==> config.mk <==
export PLATFORM = sky130hd
export DESIGN_NAME = seg7_temp_decoder
export DESIGN_NICKNAME = d
export VERILOG_FILES = /design/src/rtl/seg7_temp_decoder.sv
export SDC_FILE = /design/constraint.sdc
export NUM_CORES = 1
export LEC_CHECK = 0
export ABC_AREA = 1
export CAP_MARGIN = 10
export CORE_MARGIN = 2
export CORE_UTILIZATION = 43
export CTS_BUF_LIST = sky130_fd_sc_hd__clkbuf_8
export DETAILED_ROUTE_END_ITERATION = 10
export GPL_TIMING_DRIVEN = 0
export PLACE_DENSITY = 0.74
export SYNTH_ARGS = -nofsm -noshare
export SYNTH_HDL_FRONTEND = slang
export SYNTH_SLANG_ARGS = --single-unit
export TNS_END_PERCENT = 50
==> constraint.sdc <==
create_clock -name clk -period 2.8 [get_ports clk]
set_input_delay 0.42 -clock clk [delete_from_list [all_inputs] [get_ports clk]]
set_output_delay 0.42 -clock clk [all_outputs]
set_load 0.1 [all_outputs]
==> src/rtl/seg7_temp_decoder.sv <==
// seg7_temp_decoder
// Watches a two-digit multiplexed 7-segment bus (active-low segments) and
// recovers the displayed temperature. Digits are captured after the digit
// select has been stable long enough, assembled into tens/units frames, and
// a value is published only after MATCH identical valid frames in a row.
//
// state   | meaning
// --------+-----------------------------------------------------------
// S_TENS  | waiting for a tens capture; units captures are ignored
// S_UNITS | tens stored, waiting for units; a new tens overwrites it,
//         | and the wait is bounded by TIMEOUT cycles
module seg7_temp_decoder #(
  parameter int SETTLE  = 4,
  parameter int MATCH   = 2,
  parameter int TIMEOUT = 1024
) (
  input  logic       clk,
  input  logic       rst_n,
  input  logic [6:0] seg_in,
  input  logic [1:0] dig_sel,
  output logic [7:0] temp_out,
  output logic       temp_valid,
  output logic       frame_err,
  output logic       locked
);

  typedef enum logic {S_TENS = 1'b0, S_UNITS = 1'b1} state_t;

  state_t      r_state;
  state_t      w_next;

  logic [1:0]  r_prev_sel;
  logic [3:0]  r_settle_cnt;
  logic [15:0] r_timer;

  logic [3:0]  r_tens;
  logic        r_tens_bad;
  logic [3:0]  r_units;
  logic        r_units_bad;
  logic        r_eval;

  logic [7:0]  r_cand;
  logic [2:0]  r_cnt;
  logic [7:0]  r_temp;
  logic        r_valid;
  logic        r_err;
  logic        r_locked;

  logic [3:0]  w_dig;
  logic        w_bad;
  logic        w_onehot;
  logic        w_stable;
  logic        w_cap;
  logic        w_cap_tens;
  logic        w_cap_units;
  logic        w_timer_hit;
  logic        w_load_tens;
  logic        w_load_units;
  logic        w_timeout_err;
  logic        w_timer_run;
  logic [7:0]  w_value;
  logic [2:0]  w_cnt_next;
  logic        w_publish;

  // Segment pattern to digit; anything outside the ten glyphs is invalid.
  always_comb begin
    w_dig = 4'd0;
    w_bad = 1'b0;
    case (seg_in)
      7'b1000000: w_dig = 4'd0;
      7'b1111001: w_dig = 4'd1;
      7'b0100100: w_dig = 4'd2;
      7'b0110000: w_dig = 4'd3;
      7'b0011001: w_dig = 4'd4;
      7'b0010010: w_dig = 4'd5;
      7'b0000010: w_dig = 4'd6;
      7'b1111000: w_dig = 4'd7;
      7'b0000000: w_dig = 4'd8;
      7'b0010000: w_dig = 4'd9;
      default:    w_bad = 1'b1;
    endcase
  end

  // Capture fires on the edge the settle counter reaches SETTLE; the counter
  // then saturates so a long dwell yields a single capture.
  assign w_onehot    = (dig_sel == 2'b10) || (dig_sel == 2'b01);
  assign w_stable    = w_onehot && (dig_sel == r_prev_sel);
  assign w_cap       = w_stable && (r_settle_cnt == 4'(SETTLE - 1));
  assign w_cap_tens  = w_cap && (dig_sel == 2'b10);
  assign w_cap_units = w_cap && (dig_sel == 2'b01);
  assign w_timer_hit = (r_timer == 16'(TIMEOUT - 1));

  // Track digit-select stability.
  always_ff @(posedge clk or negedge rst_n) begin
    if (!rst_n) begin
      r_prev_sel   <= 2'b00;
      r_settle_cnt <= 4'd0;
    end else begin
      r_prev_sel <= dig_sel;
      if (w_stable) begin
        if (r_settle_cnt != 4'(SETTLE))
          r_settle_cnt <= r_settle_cnt + 4'd1;
      end else begin
        r_settle_cnt <= 4'd0;
      end
    end
  end

  // FSM state register.
  always_ff @(posedge clk or negedge rst_n) begin
    if (!rst_n) r_state <= S_TENS;
    else        r_state <= w_next;
  end

  // FSM next-state logic; a capture always beats a timeout on the same edge.
  always_comb begin
    w_next = r_state;
    case (r_state)
      S_TENS:  if (w_cap_tens) w_next = S_UNITS;
      S_UNITS: if (w_cap_units || (w_timer_hit && !w_cap_tens)) w_next = S_TENS;
      default: w_next = S_TENS;
    endcase
  end

  // FSM outputs: datapath load strobes and the timeout error.
  always_comb begin
    w_load_tens   = 1'b0;
    w_load_units  = 1'b0;
    w_timeout_err = 1'b0;
    w_timer_run   = 1'b0;
    case (r_state)
      S_TENS: w_load_tens = w_cap_tens;
      S_UNITS: begin
        w_load_tens   = w_cap_tens;
        w_load_units  = w_cap_units;
        w_timeout_err = w_timer_hit && !w_cap_units && !w_cap_tens;
        w_timer_run   = !w_cap_tens && (w_next == S_UNITS);
      end
      default: ;
    endcase
  end

  // Digit storage, units-wait timer, and the evaluate strobe one edge later.
  always_ff @(posedge clk or negedge rst_n) begin
    if (!rst_n) begin
      r_timer     <= 16'd0;
      r_tens      <= 4'd0;
      r_tens_bad  <= 1'b0;
      r_units     <= 4'd0;
      r_units_bad <= 1'b0;
      r_eval      <= 1'b0;
    end else begin
      r_timer <= w_timer_run ? r_timer + 16'd1 : 16'd0;
      if (w_load_tens) begin
        r_tens     <= w_dig;
        r_tens_bad <= w_bad;
      end
      if (w_load_units) begin
        r_units     <= w_dig;
        r_units_bad <= w_bad;
      end
      r_eval <= w_load_units;
    end
  end

  // Frame value and the candidate match count it would produce.
  always_comb begin
    w_value = ({4'd0, r_tens} * 8'd10) + {4'd0, r_units};
    if (w_value == r_cand)
      w_cnt_next = (r_cnt == 3'(MATCH)) ? r_cnt : r_cnt + 3'd1;
    else
      w_cnt_next = 3'd1;
    w_publish = (w_cnt_next == 3'(MATCH)) && (!r_locked || (w_value != r_temp));
  end

  // Frame evaluation, publish, and the one-cycle status pulses.
  always_ff @(posedge clk or negedge rst_n) begin
    if (!rst_n) begin
      r_cand   <= 8'd0;
      r_cnt    <= 3'd0;
      r_temp   <= 8'd0;
      r_valid  <= 1'b0;
      r_err    <= 1'b0;
      r_locked <= 1'b0;
    end else begin
      r_valid <= 1'b0;
      r_err   <= w_timeout_err;
      if (r_eval) begin
        if (r_tens_bad || r_units_bad) begin
          r_err <= 1'b1;
          r_cnt <= 3'd0;
        end else begin
          r_cand <= w_value;
          r_cnt  <= w_cnt_next;
          if (w_publish) begin
            r_temp   <= w_value;
            r_valid  <= 1'b1;
            r_locked <= 1'b1;
          end
        end
      end
    end
  end

  assign temp_out   = r_temp;
  assign temp_valid = r_valid;
  assign frame_err  = r_err;
  assign locked     = r_locked;

endmodule

==> impl_metrics.env, run 1 <==
export IMPL_outcome="finished with violations"
export IMPL_violations="setup timing"
export IMPL_io_buffers=21
export IMPL_yosysWarnings=0
export IMPL_path_max_fanout=8
export IMPL_worstReg2RegStart="r_tens[3]"
export IMPL_min_path_type="in -> async"
export IMPL_required_ns=3.07
export IMPL_synth_edff_count=0
export IMPL_postCtsHoldBufs=0
export IMPL_max_freq_mhz=356.0
export IMPL_p_per_area_nw_per_um2=349.9
export IMPL_via_per_inst=5.021
export IMPL_crit_type="reg -> reg"
export IMPL_overflow=0
export IMPL_synthArstFlopShare=1.000
export IMPL_crit_arrival_ns=3.08
export IMPL_seq_area_frac_synth=0.4276
export IMPL_yosysTopAreaCellShare=0.4276
export IMPL_cts_tree="done"
export IMPL_core_area_um2=7331
export IMPL_stdcell_count=574
export IMPL_die_area_um2=8335
export IMPL_first_pass_iters=4
export IMPL_drcViolationCount=0
export IMPL_setup_viol=5
export IMPL_ys_ff_latch=56
export IMPL_layout_setup_ws_ns=-0.009222
export IMPL_rsz0062_at_grt="true"
export IMPL_avgSynthCellArea_um2=7.585
export IMPL_reg2reg_depth=16
export IMPL_wl_per_cell_um=11.98
export IMPL_synth_area_leaders="dfrtp_1 43%, nand2_1 16%, inv_1 6.6%"
export IMPL_synth_nets=459
export IMPL_grt_pass1_wl_um=11940
export IMPL_clock_sinks=56
export IMPL_end_kind="flip-flop"
export IMPL_core_rowCount=31
export IMPL_postLayoutCoreUtil=0.5370
export IMPL_tightest_slew_ns=0.9698
export IMPL_fin_worst_skew_ns=0.01077
export IMPL_globalRouteTotalUtil=0.1746
export IMPL_path_clk_slew_ns=0.10
export IMPL_drv_cap=0
export IMPL_hold_viol=0
export IMPL_boundaryPins=22
export IMPL_peakVddDrop_mv=0.2077
export IMPL_dp_slack_ns=-0.3211
export IMPL_drtAntennaViolNets=0
export IMPL_cts_max_path_buffers=2
export IMPL_worst_r2r_setup_slack_ns=-0.009
export IMPL_start_kind="flip-flop"
export IMPL_clock_root_buffer="clkbuf_8"
export IMPL_gp_routability_congestion=0.7797
export IMPL_final_layout_size_suffix_gt1_frac=0.1368
export IMPL_wirelength_um=6878
export IMPL_yosys_area_top_type="dfrtp_1"
export IMPL_dieWidth_um=91.30
export IMPL_leakage_nw=1.928
export IMPL_finalCritPeriodShare=1.003
export IMPL_antenna_found_initial=0
export IMPL_grt_max_degree=41
export IMPL_drv_slew=0
export IMPL_dp_cells=553
export IMPL_netlist_area_um2=3277
export IMPL_start_util=0.4470
export IMPL_cts_made_buffers=5
export IMPL_area_growth_synth_to_final_pct=20.12
export IMPL_vias=2882
export IMPL_grt_pass1_vias=2737
export IMPL_max_slew_margin=0.3514
export IMPL_synth_cells=432
export IMPL_fin_crit_ns=2.809
export IMPL_synth_top_flop_cell="dfrtp_1"
export IMPL_nets=501
export IMPL_htreeDepth=2
export IMPL_r2r_end="temp_out[6]"
export IMPL_fp_dieH_um=91.30
export IMPL_yosysUniqueCellTypes=34
export IMPL_drt_initial_drc_count=122
export IMPL_diodes=0
export IMPL_dp_hpwl_um=4989
export IMPL_clk_latency_ns=0.32
## worst max-delay path, stage by stage, from the launching register on
cell and delay, ns:
dfrtp_1 0.40, ha_1 0.30, ha_2 0.19, fa_2 0.58, nand2_2 0.07, inv_2 0.07, nand3_2 0.09, nand2_2 0.10
nand2_2 0.05, nand2_2 0.08, nand2_2 0.07, nand2_4 0.10, nand4_4 0.11, nor2_4 0.24, buf_12 0.16, nand3_2 0.07
nand2_1 0.06
## how the worst max path moves through the flow
stage	slack (ns)	end	depth (start not counted)	from
after floorplan	0.07	temp_out[0]	16	r_tens[1]
after global placement	-0.48	r_timer[5]	1	rst_n
after detailed placement	-0.32	temp_out[7]	16	r_tens[1]
after CTS	-0.01	temp_out[7]	13	r_tens[3]
after global routing	-0.13	temp_out[4]	16	r_tens[3]
final	-0.009	temp_out[6]	16	r_tens[3]
## cells in the mapped netlist, types with 5 or more instances
| cell | number |
|---|---|
| nand4_1 | 8 |
| dfrtp_1 | 56 |
| nand2_1 | 141 |
| inv_2 | 5 |
| nor2_1 | 32 |
| nand3_1 | 26 |
| ha_1 | 14 |
| a21oi_1 | 5 |
| nor3b_1 | 5 |
| inv_1 | 58 |
| o21ai_0 | 23 |
| nand3b_1 | 9 |
| nor3_1 | 14 |
## flip-flops by register name, indices dropped and copies added, names as in the netlist
register / count
r_prev_sel: 2
r_tens: 4
r_settle_cnt: 4
r_state: 1
r_units: 4
r_cand: 8
r_units_bad: 1
r_cnt: 3
temp_valid: 1
r_timer: 16
r_tens_bad: 1
frame_err: 1
locked: 1
temp_out: 8
r_eval: 1
## layout make-up
class,instances,area (µm²)
Multi-Input combinational cell,312,1727
Tap cell,99,123.9
Clock inverter,2,15.01
Inverter,63,236.5
Timing Repair Buffer,34,340.3
Clock buffer,6,82.58
Sequential cell,56,1403
Buffer,2,8.758
Fill cell,657,3395
## timing repair
item,CTS,global route
cloned,1,0
buffers inserted,9,3
gates resized for setup,17,9
pin swaps,22,11
endpoints found under the hold margin,0,0
endpoints found under the setup margin,10,10
## cell usage in the layout (no fill, tap or decap), types with 6 or more instances in the layout
| master | netlist | layout |
|---|---|---|
| o21ai_0 | 23 | 23 |
| clkdlybuf4s50_1 | 0 | 20 |
| buf_4 | 0 | 10 |
| nand2_2 | 4 | 18 |
| nand3_1 | 26 | 22 |
| nand3_2 | 2 | 6 |
| nand2_1 | 141 | 126 |
| ha_1 | 14 | 13 |
| inv_1 | 58 | 58 |
| nor2_1 | 32 | 32 |
| nand4_1 | 8 | 8 |
| nor3_1 | 14 | 14 |
| clkbuf_8 | 0 | 6 |
| dfrtp_1 | 56 | 55 |
| nand3b_1 | 9 | 9 |
## cell families (layout without fill, tap and decap cells)
| kind of cell | after synthesis | count (layout) | synth area share |
|---|---|---|---|
| and+or+nand+nor | 256 | 257 | 0.3616 |
| buffers and inverters | 65 | 107 | 0.07484 |
| DFF | 56 | 56 | 0.4276 |
| AOI/OAI and AO/OA | 33 | 33 | 0.05422 |
| adders and majority gates | 16 | 16 | 0.06568 |
| xor gates and xnor gates | 6 | 6 | 0.01604 |
## through the flow
stage	TNS (ns)	hold slack [ns]	area [µm²]	total power, mW
after floorplan	0	0.1244	3277	0.8635
after global placement	-28.54	0.4549	3611	0.9039
after detailed placement	-3.276	0.3775	3626	0.9085
after CTS	-0.03610	0.01951	3885	1.393
after global routing	-0.9380	0.03921	3936	1.435
final	-0.01702	0.01232	3936	1.377
## power by group
part           total, mW  switching, mW  internal (mW)
Sequential         0.816        0.00323          0.813
Clock              0.481          0.280          0.201
Combinational     0.0803         0.0498         0.0305
## layer usage
metal,share of wire,global-route usage,vias to the layer above
li1,-,-,1471
met1,0.46,0.2259,1350
met2,0.49,0.2877,52
met3,0.034,0.03568,9
met4,0.016,0.06692,0
met5,0,0,-
(Power assumes the default switching activity.)
==> inputs of run 2 (changes only) <==
--- a/config.mk
+++ b/config.mk
@@ -13,6 +13,7 @@
 export DETAILED_ROUTE_END_ITERATION = 10
 export GPL_TIMING_DRIVEN = 0
 export PLACE_DENSITY = 0.74
+export RECOVER_POWER = 25
 export SYNTH_ARGS = -nofsm -noshare
 export SYNTH_HDL_FRONTEND = slang
 export SYNTH_SLANG_ARGS = --single-unit
==> run 2 against run 1 <==
  * Critical endpoint unchanged
  * Core utilization decreased by 0.22 points
  * Maximum frequency about the same
  * Hold slack improved by 0.18 ns
  * Sequential power about the same
  * Sequential cell count stayed put
  * The flow still finishes with violations (setup timing)
  * Clock skew barely moved
  * Global-route usage is the same
  * Die area is the same
==> impl_metrics.env, run 2 (synthesis results as in run 1) <==
export IMPL_outcome="finished with violations"
export IMPL_violations="setup timing"
export IMPL_hold_viol=0
export IMPL_cts_max_path_buffers=2
export IMPL_setup_viol=5
export IMPL_pwr_share_seq=0.595
export IMPL_largest_reg_flops=16
export IMPL_globalRouteTotalUtil=0.1746
export IMPL_peakVddDrop_mv=0.2076
export IMPL_final_common_cell="nand2_1"
export IMPL_drt_initial_drc_count=127
export IMPL_diodes=0
export IMPL_fp_dieH_um=91.30
export IMPL_final_layout_size_suffix_gt1_frac=0.1347
export IMPL_clock_root_buffer="clkbuf_8"
export IMPL_dp_hpwl_um=4989
export IMPL_grt_pass1_vias=2737
export IMPL_first_pass_iters=4
export IMPL_worstReg2RegStart="r_tens[3]"
export IMPL_reg2reg_depth=16
export IMPL_wirelength_um=6856
export IMPL_start_kind="flip-flop"
export IMPL_wl_per_cell_um=11.94
export IMPL_boundaryPins=22
export IMPL_vias=2888
export IMPL_drtAntennaViolNets=0
export IMPL_leakage_nw=1.921
export IMPL_cts_made_buffers=5
export IMPL_cts_tree="done"
export IMPL_antenna_found_initial=0
export IMPL_grt_max_degree=41
export IMPL_fin_crit_ns=2.807
export IMPL_end_kind="flip-flop"
export IMPL_start_util=0.4470
export IMPL_fin_worst_skew_ns=0.01080
export IMPL_io_buffers=21
export IMPL_finalCritPeriodShare=1.002
export IMPL_area_growth_synth_to_final_pct=19.63
export IMPL_clock_sinks=56
export IMPL_r2r_end="temp_out[6]"
export IMPL_worst_r2r_setup_slack_ns=-0.007
export IMPL_netSwitchingPower_mw=0.3301
export IMPL_crit_type="reg -> reg"
export IMPL_max_freq_mhz=356.3
export IMPL_clkPwrFrac=0.349
export IMPL_drv_cap=0
export IMPL_drcViolationCount=0
export IMPL_tightest_slew_ns=0.9830
export IMPL_required_ns=3.07
export IMPL_nets=501
export IMPL_htreeDepth=2
export IMPL_combPwrFrac=0.056
export IMPL_intPower_mw=1.041
export IMPL_clk_latency_ns=0.32
export IMPL_dieWidth_um=91.30
export IMPL_drv_slew=0
export IMPL_min_path_type="in -> async"
export IMPL_rsz0062_at_grt="true"
export IMPL_postLayoutCoreUtil=0.5347
export IMPL_gp_routability_congestion=0.7797
export IMPL_largest_register="r_timer"
export IMPL_overflow=0
export IMPL_via_per_inst=5.031
export IMPL_whs_ns=0.1969
export IMPL_die_area_um2=8335
export IMPL_core_area_um2=7331
export IMPL_grt_pass1_wl_um=11940
export IMPL_path_max_fanout=8
export IMPL_crit_arrival_ns=3.07
export IMPL_layout_setup_ws_ns=-0.006695
export IMPL_p_sw_frac=0.2407
export IMPL_p_per_area_nw_per_um2=349.9
export IMPL_core_rowCount=31
export IMPL_layout_common_cells="126 x nand2_1, 58 x inv_1, 55 x dfrtp_1, 32 x nor2_1, 23 x o21ai_0"
export IMPL_path_clk_slew_ns=0.10
export IMPL_max_slew_margin=0.3447
[run 2: through the flow]
| step | power [mW] | area, µm² | cells | worst slack, ns | setup TNS (ns) |
|---|---|---|---|---|---|
| 3_3_place_gp | 0.9039 | 3611 | 552 | -0.4797 | -28.54 |
| 6_report | 1.371 | 3920 | 574 | -0.006695 | -0.01400 |
| 3_5_place_dp | 0.9085 | 3626 | 553 | -0.3211 | -3.276 |
| 4_1_cts | 1.393 | 3885 | 571 | -0.009868 | -0.03610 |
| 2_1_floorplan | 0.8635 | 3277 | 432 | 0.06780 | 0 |
| 5_1_grt | 1.432 | 3920 | 574 | -0.1348 | -0.9380 |
[run 2: routing by layer]
metal  vias up  global-route usage  wire, µm
met5         -                   0         0
met4         0             0.06692        89
met3         7             0.03568       217
met2        52              0.2877      3384
met1      1357              0.2259      3164
li1       1472                   -         -
[run 2: area by class of cell]
| cell class | count | area, µm² |
|---|---|---|
| buffer | 2 | 8.758 |
| clock buffer | 6 | 82.58 |
| clock inverter | 2 | 15.01 |
| fill | 659 | 3411 |
| inverter | 63 | 236.5 |
| multi-input combinational | 312 | 1727 |
| sequential | 56 | 1403 |
| tap | 99 | 123.9 |
| timing repair buffer | 34 | 324.1 |
[run 2: timing repair]
action	in CTS	in global routing
buffers inserted	9	3
hold buffers	0	0
setup endpoints to repair	10	10
gates cloned	1	0
gates resized for setup	17	9
pin swaps	22	11
[run 2: how the worst max path moves through the flow]
stage	startpoint	end	slack [ns]	depth (start not counted)
floorplan	r_tens[1]	temp_out[0]	0.07	16
global placement	rst_n	r_timer[5]	-0.48	1
detailed placement	r_tens[1]	temp_out[7]	-0.32	16
CTS	r_tens[3]	temp_out[7]	-0.01	13
global route	r_tens[3]	temp_out[4]	-0.13	16
finish	r_tens[3]	temp_out[6]	-0.007	16
[run 2: power by group through the flow]
stage / sequential [mW] / combinational (mW) / clock (mW)
4_1_cts: 0.816 / 0.0792 / 0.497
5_1_grt: 0.817 / 0.0881 / 0.527
3_5_place_dp: 0.833 / 0.0760 / 0
3_3_place_gp: 0.832 / 0.0715 / 0
6_report: 0.816 / 0.0766 / 0.479
2_1_floorplan: 0.832 / 0.0316 / 0
[run 2: worst max-delay path: stages (launching register included)]
cell	delay (ns)
dfrtp_1	0.40
ha_1	0.30
ha_2	0.19
fa_2	0.58
nand2_2	0.07
inv_2	0.07
nand3_2	0.09
nand2_2	0.10
nand2_2	0.05
nand2_2	0.08
nand2_2	0.07
nand2_4	0.10
nand4_4	0.11
nor2_4	0.24
buf_12	0.16
nand3_2	0.07
nand2_1	0.06
==> inputs of run 3 (changes only) <==
--- a/config.mk
+++ b/config.mk
@@ -10,6 +10,7 @@
 export CORE_MARGIN = 2
 export CORE_UTILIZATION = 43
 export CTS_BUF_LIST = sky130_fd_sc_hd__clkbuf_8
+export CTS_CLUSTER_SIZE = 30
 export DETAILED_ROUTE_END_ITERATION = 10
 export GPL_TIMING_DRIVEN = 0
 export PLACE_DENSITY = 0.74
==> results of run 3 <==
The final DEF is identical to that of run 2; final timing and power are the same.
